<file path="src/rtl/memref_port_arb.sv">
// Two-requester arbiter sharing one single-ported memref (read/write on a common address).
// Requests are granted combinationally, and read data returns through a tag pipe matched to the memory read latency.
module memref_port_arb #(
   parameter int WIDTH     = 32,
   parameter int ADDR_W    = 10,
   parameter int RD_LAT    = 1,
   parameter int PRIO_MODE = 0
) (
   input  logic              clk,
   input  logic              rst,
   input  logic              r0_req,
   input  logic              r0_we,
   input  logic [ADDR_W-1:0] r0_addr,
   input  logic [WIDTH-1:0]  r0_wdata,
   output logic              r0_gnt,
   output logic              r0_rvalid,
   output logic [WIDTH-1:0]  r0_rdata,
   input  logic              r1_req,
   input  logic              r1_we,
   input  logic [ADDR_W-1:0] r1_addr,
   input  logic [WIDTH-1:0]  r1_wdata,
   output logic              r1_gnt,
   output logic              r1_rvalid,
   output logic [WIDTH-1:0]  r1_rdata,
   output logic              mem_en,
   output logic              mem_we,
   output logic [ADDR_W-1:0] mem_addr,
   output logic [WIDTH-1:0]  mem_wdata,
   input  logic [WIDTH-1:0]  mem_rdata,
   output logic [15:0]       conflict_cnt
);

   typedef struct packed {
      logic valid;
      logic id;
   } tag_t;

   logic rr_ptr;  // requester that wins the next conflict in round-robin mode
   tag_t tag_pipe [RD_LAT];
   tag_t tag_push;
   tag_t tag_out;

   // NOTE: every output of this block gets a default first, so no latch is inferred.
   always_comb begin
      r0_gnt = 1'b0;
      r1_gnt = 1'b0;
      if (!rst) begin
         if (r0_req && r1_req) begin
            if (PRIO_MODE != 0 || !rr_ptr) r0_gnt = 1'b1;
            else                           r1_gnt = 1'b1;
         end else begin
            r0_gnt = r0_req;
            r1_gnt = r1_req;
         end
      end
   end

   always_comb begin
      mem_en    = r0_gnt | r1_gnt;
      mem_we    = 1'b0;
      mem_addr  = '0;
      mem_wdata = '0;
      if (r0_gnt) begin
         mem_we    = r0_we;
         mem_addr  = r0_addr;
         mem_wdata = r0_wdata;
      end else if (r1_gnt) begin
         mem_we    = r1_we;
         mem_addr  = r1_addr;
         mem_wdata = r1_wdata;
      end
   end

   assign tag_push = '{valid: mem_en & ~mem_we, id: r1_gnt};
   assign tag_out  = tag_pipe[RD_LAT-1];

   // NOTE: all state below updates with non-blocking assignments, so every stage sees pre-edge values.
   always_ff @(posedge clk) begin
      if (rst) begin
         rr_ptr       <= 1'b0;
         r0_rvalid    <= 1'b0;
         r1_rvalid    <= 1'b0;
         r0_rdata     <= '0;
         r1_rdata     <= '0;
         conflict_cnt <= '0;
         for (int i = 0; i < RD_LAT; i++) tag_pipe[i] <= '0;
      end else begin
         if (r0_gnt)      rr_ptr <= 1'b1;
         else if (r1_gnt) rr_ptr <= 1'b0;

         tag_pipe[0] <= tag_push;
         for (int i = 1; i < RD_LAT; i++) tag_pipe[i] <= tag_pipe[i-1];

         // mem_rdata is valid exactly when the tag reaches the last stage
         r0_rvalid <= tag_out.valid & ~tag_out.id;
         r1_rvalid <= tag_out.valid &  tag_out.id;
         if (tag_out.valid && !tag_out.id) r0_rdata <= mem_rdata;
         if (tag_out.valid &&  tag_out.id) r1_rdata <= mem_rdata;

         if (r0_req && r1_req && conflict_cnt != 16'hFFFF)
            conflict_cnt <= conflict_cnt + 16'd1;
      end
   end

endmodule

</file>
<file path="config.mk">
export PLATFORM = sky130hd
export DESIGN_NAME = memref_port_arb
export DESIGN_NICKNAME = d
export VERILOG_FILES = /design/src/rtl/memref_port_arb.sv
export SDC_FILE = /design/constraint.sdc
export NUM_CORES = 1
export LEC_CHECK = 0
export CAP_MARGIN = 20
export CORE_ASPECT_RATIO = 0.9
export CORE_MARGIN = 2
export CORE_UTILIZATION = 32
export CTS_CLUSTER_DIAMETER = 200
export DETAILED_ROUTE_END_ITERATION = 12
export GPL_TIMING_DRIVEN = 1
export MAX_ROUTING_LAYER = met4
export PLACE_DENSITY_LB_ADDON = 0.05
export SLEW_MARGIN = 20
export SYNTH_ARGS = -nofsm -noshare
export SYNTH_HDL_FRONTEND = slang
export SYNTH_SLANG_ARGS = --single-unit
export TNS_END_PERCENT = 1
</file>
<file path="constraint.sdc">
create_clock -name clk -period 1.5 [get_ports clk]
set_input_delay 0.225 -clock clk [delete_from_list [all_inputs] [get_ports clk]]
set_output_delay 0.225 -clock clk [all_outputs]
set_load 0.02 [all_outputs]
</file>
==> results of run 1 <==
## sequential cells by signal, indices dropped and copies added, names as in the netlist
signal        count
r1_rdata         32
r1_rvalid         1
r0_rvalid         1
conflict_cnt     16
rr_ptr            1
tag_pipe          2
r0_rdata         32
## cells by family (layout without fill, tap and decap cells)
family	after synthesis	count (layout)	synth area share, %
AND/OR/NAND/NOR	192	192	23.8
AO/OA/AOI/OAI	136	136	24.0
flip-flops	85	85	46.9
buffers and inverters	37	324	4.38
multiplexers	2	2	0.620
adder cells (fa/ha/maj)	1	1	0.345
## per-layer routing
layer  vias up  wire length, µm
met5         -                0
met4         0              378
met3        29              948
met2       167             7690
met1      2078             6250
li1       2151                -
## power by group through the flow
stage | clock (mW) | combinational, mW | sequential (mW)
2_1_floorplan | 0 | 0.408 | 2.50
3_3_place_gp | 0 | 1.25 | 2.41
3_5_place_dp | 0 | 1.25 | 2.42
4_1_cts | 2.29 | 1.35 | 2.36
5_1_grt | 2.39 | 1.43 | 2.37
6_report | 2.24 | 1.35 | 2.36
## worst min path at each step
stage	startpoint	endpoint	slack, ns	depth (start not counted)
after floorplan	mem_rdata[0]	r1_rdata[0]$_SDFFE_PP0P_	0.36	2
after global placement	r0_rdata[27]$_SDFFE_PP0P_	r0_rdata[27]$_SDFFE_PP0P_	0.44	2
after detailed placement	r0_rdata[8]$_SDFFE_PP0P_	r0_rdata[8]$_SDFFE_PP0P_	0.45	2
after CTS	rst	r0_rvalid$_SDFF_PP0_	0.41	3
after global routing	rst	r1_rvalid$_SDFF_PP0_	0.44	3
final	rst	r0_rvalid$_SDFF_PP0_	0.42	3
## cells in the final DEF, fill, tap and decap left out, types with 4 or more instances in the layout
cell             Yosys  routed
dfxtp_1             85      71
nor2_1               7       7
a22o_1              43      40
nand2_1            138     138
or4_1                4       4
clkdlybuf4s50_1      0     118
o31ai_1              6       6
nand4_1              6       6
dlygate4sd2_1        0      74
a21oi_1             77      76
buf_6                0      50
buf_16               0       5
or3_1                6       6
buf_4                0      37
dfxtp_4              0      11
o21ai_0              7       6
clkbuf_16            0       9
buf_12               0       8
dlymetal6s2s_1       0       9
## worst max-delay path, delay by kind of cell, from the launching register on
kind,cells,cell delay (ns)
AOI/OAI and AO/OA,1,0.16
buffers and inverters,3,0.43
and+or+nand+nor,2,0.28
DFF,1,0.38
## through the flow
stage	hold slack, ns	power [mW]	worst slack [ns]
after floorplan	0.358	2.91	-0.0756
after global placement	0.441	3.66	-0.863
after detailed placement	0.447	3.67	-0.894
after CTS	0.405	6.00	-0.346
after global routing	0.440	6.19	-0.387
final	0.420	5.95	-0.323
## repair_timing
action	in CTS	in global routing
cloned	6	0
resized for setup	349	23
pin swaps	37	12
buffers inserted	11	0
endpoints found under the setup margin	135	70
## cell type report
cell class                 count  area share (%)
clock buffer                  11            3.34
clock inverter                 5           0.792
inverter                       3           0.155
multi-input combinational    331            26.2
sequential                    85            24.0
tap                          152            2.62
timing repair buffer         305            42.9
==> results.md, run 1 <==
- Max VDD drop: approximately 0.00043 V
- Max incr delay on CP: between 0.3 and 0.4 ns
- Port bufs: 249
- CTS clk-pin slew, worst paths: 0.06 ns
- Max Root-Sink Buffers: 2
- GR Layer Usage met2: 42.9%
- R2r setup slk: -0.13 ns
- Sw frac: between 20% and 30%
- Clk sinks: 85
- Yosys top cell area share: between 40% and 50%
- Clock Skew: 0.00675 ns
- Comb pwr share: between 20% and 30%
- Root Driver: clkbuf_16
- Post-DP HPWL: 10900 µm
- Initial DRC Count: roughly 220
- Top post-synthesis cells by area: dfxtp_1, nand2_1, a21oi_1, a22o_1, clkbuf_1
- Post-DP Area: 0.00662 mm²
- Fin. Hold Viols: 0
- Vias in the first global route: 4393
- Residual DRC: 0
- Count leader, synth: nand2_1
- CP endpoint: mem_wdata[11]
- Leak: between 3 and 4 nW
- Detail Route Antenna Nets: 0
- First-pass GRT wire length: 23100 µm
- Wire per inst: 17.1 µm
- Diodes inserted: 0
- Syn_area_per_cell: 8.01 µm²
- Final nets: approximately 860
- Worst Setup Start Kind: register
- Placed Instances: 860
- CP Class: register to primary output
- RSZ-0062 raised after global routing: yes
- Core area: 0.0109 mm²
- Register area: between 0.0015 and 0.002 mm²
- Final Cell Area: 0.00727 mm²
- # fillers: 965
- Mapped Nets: roughly 580
- Synth area leader: dfxtp_1
- Ys async rst share: 0%
- Final worst-path cycle share: 122%
- Worst setup margin: -0.323 ns
- Initial core utilization: 33.2%
- P per Cell Area: about 820 mW/mm²
- # IOs: 250
- Hold Crit Class: input pin to register
- Final setup violation count: 52
- CTS Buf Count: 9
- Number of antenna violations at the first check in global routing: 0
- Psw: roughly 1.6 mW
- Final GP Congestion: 0.837
- R2r worst-path depth: 5
- Worst r2r src: conflict_cnt[0]$_SDFFE_PP0P_
- Int Pwr: 4.39 mW
- Worst skew pair latency: 0.34 ns
- Layout cells sized above 1: 21.4%
- Largest net degree at the start of global routing: 65
- Seq/Total Area, Yosys: between 40% and 50%
- Number of flops mapped to enable cells by yosys: 0
- Crit path cell chain: nor2b_4 -> nor3b_4 -> buf_6 -> buf_16 -> a22o_1 -> buf_6
- Failing checks: negative setup slack
- Status: finished, violations left
- Synth cell count leaders: nand2_1, dfxtp_1, a21oi_1
- Die area: 0.0122 mm²
- M3 GR Usage: 7.08%
- Area Overhead vs Synth: 100%
- Dominant synthesized flop cell: dfxtp_1
- CP arrival: 1.60 ns
- Worst Tran Pin Value: 0.690 ns
- CTS HTree Levels: 3
- CP Data Required Time: 1.27 ns
- Finished Core Util: 66.4%
- Fin cells: 892
- Row Count: 36
- Syn Inst Count: roughly 450
- Congestion Overflow GR: 0
- Router iterations before antenna repair: 6
- CTS tree: yes
- Fmax: 549 MHz
- Global route hottest layer: met2
- Max_cap viols: 0
- Vias per std cell: around 5.0
- Slowest CP cell: dfxtp_4
- Final WL: between 15000 and 20000 µm
- Reg power frac: about two fifths
- Mapped Area: 0.00363 mm²
- CP Max Fanout: 11
- Setup TNS: -13.18 ns
- Worst R2R End: conflict_cnt[14]$_SDFFE_PP0P_
- Number of hold buffers added after CTS: 0
- Slew HR: 54.0%
- Synth Register Bits: 85
- Total track usage: 25.4%
- Die Y: ~110 µm
- Max-slew violation count: 0
- Most frequent CP cell: buf_6
- Crit path time final: 1.82 ns
- Multi-input logic area: 0.00190 mm²
- CP endpoint kind: primary output
- Die width: 116 µm
- Worst setup path startpoint: rr_ptr$_SDFFE_PP0P_
- Synth Warn #: 0
- Met1 GRT Util: 28.8%
- Yosys cell types: 35
- DR vias: 4425
- Clock share of power: a little under two fifths
(Power assumes the default switching activity.)
==> inputs of run 2 (changes only) <==
Settings changed: CORE_ASPECT_RATIO 0.9 to unset.
==> results.md, run 2 (synthesis gave the netlist of run 1 again) <==
- Status: finished, violations left (unchanged)
- Failing checks: negative setup slack (unchanged)
- Row Count: 38 (was 36)
- Worst Setup Start Kind: register (unchanged)
- DR vias: 4386 (was 4425)
- CP Data Required Time: 1.27 ns (about the same)
- Placement Setup Slack: -0.896 ns (was -0.894 ns)
- Crit path time final: 1.81 ns (was 1.82 ns)
- P per Cell Area: 834 mW/mm² (was 818 mW/mm²)
- Final nets: 855 (was 858)
- Slowest CP cell: dfxtp_4 (unchanged)
- Commonest non-fill, non-tap cell in the layout: nand2_1 (unchanged)
- Worst setup margin: -0.310 ns (was -0.323 ns)
- Worst skew pair latency: 0.33 ns (was 0.34 ns)
- Most frequent cells in the layout: nand2_1, clkdlybuf4s50_1, a21oi_1, dfxtp_1, dlygate4sd2_1 (was nand2_1, clkdlybuf4s50_1, a21oi_1, dlygate4sd2_1, dfxtp_1)
- Comb pwr share: 21.5% (was 22.6%)
- Placed Instances: 856 (was 860)
- CP endpoint: mem_addr[6] (was mem_wdata[11])
- Area Overhead vs Synth: 94.6% (was 100%)
- Finished Core Util: 64.6% (was 66.4%)
- Psw: 1.51 mW (was 1.56 mW)
- Leak: 3.24 nW (was 3.28 nW)
- Port bufs: 249 (unchanged)
- Initial DRC Count: 197 (was 217)
- CP endpoint kind: primary output (unchanged)
- Worst r2r src: conflict_cnt[0]$_SDFFE_PP0P_ (unchanged)
- Multi-input logic area: 0.00190 mm² (about the same)
- Int Pwr: 4.39 mW (about the same)
- CP Class: register to primary output (unchanged)
- Fin cells: 878 (was 892)
- Max Root-Sink Buffers: 2 (unchanged)
- Initial core utilization: 33.2% (about the same)
- R2r worst-path depth: 5 (unchanged)
- Design Power: 5.89 mW (was 5.95 mW)
- Final GP Congestion: 0.841 (was 0.837)
- Die width: 111 µm (was 116 µm)
- Wire per inst: 17.3 µm (was 17.1 µm)
- Post-DP HPWL: 11300 µm (was 10900 µm)
- Clk sinks: 85 (unchanged)
- Reg power frac: 40.1% (was 39.7%)
- Final Cell Area: 0.00706 mm² (was 0.00727 mm²)
- R2r setup slk: -0.11 ns (was -0.13 ns)
- Vias in the first global route: 4434 (was 4393)
- Sw frac: 25.6% (was 26.1%)
- Max incr delay on CP: 0.38 ns (about the same)
- Max_cap viols: 0 (unchanged)
- Most frequent CP cell: buf_4 (was buf_6)
- Hold Crit Class: register to register (was input pin to register)
- CTS tree: yes (unchanged)
- # IOs: 250 (unchanged)
- Clock Skew: 0.00589 ns (was 0.00675 ns)
- CP arrival: 1.58 ns (was 1.60 ns)
- Vias per std cell: 5.00 (was 4.96)
- Worst Tran Pin Value: 0.566 ns (was 0.690 ns)
- CTS HTree Levels: 3 (unchanged)
- Final worst-path cycle share: 121% (was 122%)
- Congestion Overflow GR: 0 (unchanged)
- Smallest hold slack: 0.452 ns (was 0.420 ns)
- Core area: 0.0109 mm² (about the same)
- Number of hold buffers added after CTS: 0 (unchanged)
- Layout cells sized above 1: 21.0% (was 21.4%)
- Root Driver: clkbuf_16 (unchanged)
- Register area: 0.00175 mm² (about the same)
- Detail Route Antenna Nets: 0 (unchanged)
- CTS clk-pin slew, worst paths: 0.06 ns (about the same)
- RSZ-0062 raised after global routing: yes (unchanged)
- Fin. Hold Viols: 0 (unchanged)
- First-pass GRT wire length: 23200 µm (was 23100 µm)
- Slew HR: 62.3% (was 54.0%)
- CP Max Fanout: 22 (was 11)
- Number of antenna violations at the first check in global routing: 0 (unchanged)
- # fillers: 939 (was 965)
- Final WL: 15200 µm (was 15300 µm)
- Fmax: 553 MHz (was 549 MHz)
- Max VDD drop: 0.000566 V (was 0.000429 V)
- Post-DP Area: 0.00663 mm² (was 0.00662 mm²)
- Biggest regs: r0_rdata: 32 flops, r1_rdata: 32 flops, conflict_cnt: 16 flops (unchanged)
- Worst R2R End: conflict_cnt[10]$_SDFFE_PP0P_ (was conflict_cnt[14]$_SDFFE_PP0P_)
- Final setup violation count: 54 (was 52)
- Crit path cell chain: nor2b_4 -> nor3b_4 -> buf_4 -> buf_12 -> a22o_1 -> buf_4 (was nor2b_4 -> nor3b_4 -> buf_6 -> buf_16 -> a22o_1 -> buf_6)
- Die area: 0.0122 mm² (about the same)
- Largest net degree at the start of global routing: 54 (was 65)
- Max-slew violation count: 0 (unchanged)
- Total track usage: 24.6% (was 25.4%)
- Router iterations before antenna repair: 4 (was 6)
- CTS Buf Count: 9 (unchanged)
- Worst setup path startpoint: rr_ptr$_SDFFE_PP0P_ (unchanged)
- Clock share of power: 38.4% (was 37.6%)
- Die Y: 111 µm (was 105 µm)
- Setup TNS: -12.82 ns (was -13.18 ns)
- Residual DRC: 0 (unchanged)
[run 2: changes by cell type in the layout (fill, tap and decap cells not counted), sizes merged]
cell and delta:
dlygate4sd2 -9, dlymetal6s2s +5, clkinvlp -1, diode +1, clkbuf +2, inv -1
buf -1, clkdlybuf4s50 +2
[run 2: power by group through the flow]
stage          Clock [mW]  Sequential, mW  Combinational, mW
3_3_place_gp            0            2.41               1.25
4_1_cts              2.29            2.36               1.27
3_5_place_dp            0            2.41               1.25
2_1_floorplan           0            2.50              0.408
6_report             2.26            2.36               1.27
5_1_grt              2.39            2.37               1.35
[run 2: per-layer routing]
metal  track usage [%]  up-vias  routed length [µm]
met1              28.0     2030                6150
li1                  -     2140                   -
met2              41.5      183                7640
met4              10.3        0                 403
met5                 -        -                   0
met3              5.65       33                 958
[run 2: critical path, delay by kind of cell (launching register included)]
| family | cells | cell delay, ns |
|---|---|---|
| flip-flops | 1 | 0.38 |
| AO/OA/AOI/OAI | 1 | 0.16 |
| buffers and inverters | 3 | 0.45 |
| AND/OR/NAND/NOR | 2 | 0.26 |
[run 2: worst min path at each step]
stage | startpoint | slack (ns) | cells past startpoint | to
CTS | r0_rdata[25]$_SDFFE_PP0P_ | 0.45 | 2 | r0_rdata[25]$_SDFFE_PP0P_
finish | r1_rdata[1]$_SDFFE_PP0P_ | 0.45 | 2 | r1_rdata[1]$_SDFFE_PP0P_
global placement | r1_rdata[5]$_SDFFE_PP0P_ | 0.44 | 2 | r1_rdata[5]$_SDFFE_PP0P_
global route | r0_rdata[5]$_SDFFE_PP0P_ | 0.47 | 2 | r0_rdata[5]$_SDFFE_PP0P_
floorplan | mem_rdata[0] | 0.36 | 2 | r1_rdata[0]$_SDFFE_PP0P_
detailed placement | r1_rdata[26]$_SDFFE_PP0P_ | 0.45 | 2 | r1_rdata[26]$_SDFFE_PP0P_
[run 2: layout make-up]
class / count / share of cell area [%]
clock inverters: 3 / 0.585
well taps: 140 / 2.48
multi-input cells: 331 / 26.8
flip-flops and latches: 85 / 24.7
clock buffers: 13 / 3.70
inverters: 3 / 0.159
repair buffers: 302 / 41.5
diodes: 1 / 0.0354
[run 2: timing repair]
action | CTS | global route
pin swaps | 22 | 7
gates resized for setup | 338 | 27
buffers inserted | 3 | 0
setup endpoints to repair | 129 | 76
cloned | 2 | 0
==> inputs of run 3 (changes only) <==
Settings changed: ABC_AREA set to 0, PLACE_DENSITY set to 0.83, PLACE_DENSITY_LB_ADDON 0.05 to unset.
==> results.md, run 3 (synthesis gave the netlist of run 1 again) <==
- Wire per inst: 18.5 µm (was 17.3 µm)
- Comb pwr share: 23.6% (was 21.5%)
- Port bufs: 249 (unchanged)
- Worst setup margin: -0.415 ns (was -0.310 ns)
- Initial core utilization: 33.2% (unchanged)
- Slowest CP cell: dfxtp_4 (unchanged)
- Int Pwr: 4.15 mW (was 4.39 mW)
- Hold Crit Class: input pin to register (was register to register)
- Design Power: 5.68 mW (was 5.89 mW)
- CP Data Required Time: 1.27 ns (about the same)
- Final worst-path cycle share: 128% (was 121%)
- Vias per std cell: 5.16 (was 5.00)
- Sw frac: 26.9% (was 25.6%)
- Final Cell Area: 0.00719 mm² (was 0.00706 mm²)
- Finished Core Util: 65.7% (was 64.6%)
- RSZ-0062 raised after global routing: yes (unchanged)
- CP Max Fanout: 6 (was 22)
- Vias in the first global route: 4671 (was 4434)
- Worst skew pair latency: 0.33 ns (about the same)
- Die width: 111 µm (unchanged)
- CP endpoint kind: primary output (unchanged)
- Fmax: 522 MHz (was 553 MHz)
- CTS HTree Levels: 3 (unchanged)
- Worst Setup Start Kind: register (unchanged)
- P per Cell Area: 789 mW/mm² (was 834 mW/mm²)
- Congestion Overflow GR: 0 (unchanged)
- Biggest regs: r0_rdata: 32 flops, r1_rdata: 32 flops, conflict_cnt: 16 flops (unchanged)
- Crit path time final: 1.92 ns (was 1.81 ns)
- Commonest non-fill, non-tap cell in the layout: nand2_1 (unchanged)
- Post-DP HPWL: 12300 µm (was 11300 µm)
- Router iterations before antenna repair: 4 (unchanged)
- Placement Setup Slack: -0.853 ns (was -0.896 ns)
- Final setup violation count: 56 (was 54)
- Max_cap viols: 0 (unchanged)
- Crit path cell chain: nor2b_4 -> nor3b_4 -> buf_12 -> buf_8 -> buf_6 -> a22o_4 -> buf_12 (was nor2b_4 -> nor3b_4 -> buf_4 -> buf_12 -> a22o_1 -> buf_4)
- Clock Skew: 0.00593 ns (was 0.00589 ns)
- Max-slew violation count: 0 (unchanged)
- Most frequent cells in the layout: nand2_1, clkdlybuf4s50_1, a21oi_1, dlygate4sd2_1, dfxtp_1 (was nand2_1, clkdlybuf4s50_1, a21oi_1, dfxtp_1, dlygate4sd2_1)
- Reg power frac: 41.6% (was 40.1%)
- Die Y: 111 µm (unchanged)
- Area Overhead vs Synth: 98.1% (was 94.6%)
- CP Class: register to primary output (unchanged)
- Leak: 3.19 nW (was 3.24 nW)
- DR vias: 4558 (was 4386)
- Detail Route Antenna Nets: 0 (unchanged)
- Number of antenna violations at the first check in global routing: 7 (was 0)
- Post-DP Area: 0.00672 mm² (was 0.00663 mm²)
- Max incr delay on CP: 0.36 ns (was 0.38 ns)
- Final WL: 16300 µm (was 15200 µm)
- Most frequent CP cell: buf_12 (was buf_4)
- Layout cells sized above 1: 22.3% (was 21.0%)
- Largest net degree at the start of global routing: 85 (was 54)
- Fin. Hold Viols: 0 (unchanged)
- Status: finished, violations left (unchanged)
- CP top delay family: buffers and inverters (unchanged)
- Max Root-Sink Buffers: 2 (unchanged)
- Clock share of power: 34.8% (was 38.4%)
- Root Driver: clkbuf_16 (unchanged)
- Initial DRC Count: 260 (was 197)
- CTS tree: yes (unchanged)
- Row Count: 38 (unchanged)
- First-pass GRT wire length: 24900 µm (was 23200 µm)
- # IOs: 250 (unchanged)
- Die area: 0.0122 mm² (unchanged)
- Failing checks: negative setup slack (unchanged)
- Residual DRC: 0 (unchanged)
- # fillers: 886 (was 939)
- Core area: 0.0109 mm² (unchanged)
- CTS clk-pin slew, worst paths: 0.06 ns (about the same)
- Final GP Congestion: 0.922 (was 0.841)
- Total track usage: 26.6% (was 24.6%)
- Clk sinks: 85 (unchanged)
- Final nets: 855 (unchanged)
- Max VDD drop: 0.000543 V (was 0.000566 V)
- Crit path buffers/inverters: 4 (was 3)
- CTS Buf Count: 9 (unchanged)
- Slew HR: 38.4% (was 62.3%)
- CP arrival: 1.69 ns (was 1.58 ns)
- Worst Tran Pin Value: 0.924 ns (was 0.566 ns)
- Psw: 1.53 mW (was 1.51 mW)
[run 3: worst paths after layout]
path                                                    from                       endpoint  slack, ns  cells past startpoint
worst max register to register  conflict_cnt[0]$_SDFFE_PP0P_  conflict_cnt[10]$_SDFFE_PP0P_      -0.16                      5
worst min register to register     r0_rdata[25]$_SDFFE_PP0P_      r0_rdata[25]$_SDFFE_PP0P_       0.45                      2
worst min-delay path                                     rst      tag_pipe[0][0]$_SDFF_PP0_       0.33                      3
worst max-delay path                     rr_ptr$_SDFFE_PP0P_                   mem_wdata[5]      -0.42                      7
[run 3: area by class of cell]
| class | count | area (µm²) | share of cell area, % |
|---|---|---|---|
| antenna | 7 | 17.5 | 0.244 |
| clock buffer | 11 | 233 | 3.24 |
| clock inverter | 4 | 25.0 | 0.348 |
| inverter | 3 | 11.3 | 0.157 |
| multi-input combinational | 331 | 1950 | 27.2 |
| sequential | 85 | 1750 | 24.3 |
| tap | 140 | 175 | 2.44 |
| timing repair buffer | 302 | 3030 | 42.1 |
[run 3: per-layer routing]
layer / vias up / GRT usage, % / wire [µm]
met5: - / - / 0
met4: 0 / 16.3 / 796
met3: 44 / 5.60 / 1000
met2: 216 / 45.7 / 8300
met1: 2147 / 27.8 / 6210
li1: 2151 / - / -
[run 3: stage by stage]
| stage | setup TNS [ns] | instances | hold slack [ns] |
|---|---|---|---|
| after CTS | -14.44 | 875 | 0.307 |
| after global routing | -17.90 | 883 | 0.333 |
| after floorplan | -3.36 | 453 | 0.358 |
| final | -13.62 | 883 | 0.326 |
| after detailed placement | -43.24 | 857 | 0.445 |
| after global placement | -43.23 | 857 | 0.441 |
[run 3: tightest hold or removal path, cell delays in order]
cell     delay (ns)
buf_2          0.18
buf_4          0.16
nor3b_1        0.05
[run 3: power groups by stage]
stage | Sequential, mW | Clock [mW] | Combinational [mW]
3_5_place_dp | 2.42 | 0 | 1.30
4_1_cts | 2.36 | 2.02 | 1.33
3_3_place_gp | 2.41 | 0 | 1.29
6_report | 2.36 | 1.97 | 1.34
5_1_grt | 2.37 | 2.10 | 1.41
2_1_floorplan | 2.50 | 0 | 0.408
[run 3: repair_timing]
| action | CTS | global route |
|---|---|---|
| setup buffers | 1 | 1 |
| gates cloned | 2 | 0 |
| resized for setup | 329 | 23 |
| hold buffers | 0 | 0 |
| endpoints found under the setup margin | 135 | 70 |
| pin swaps | 12 | 14 |
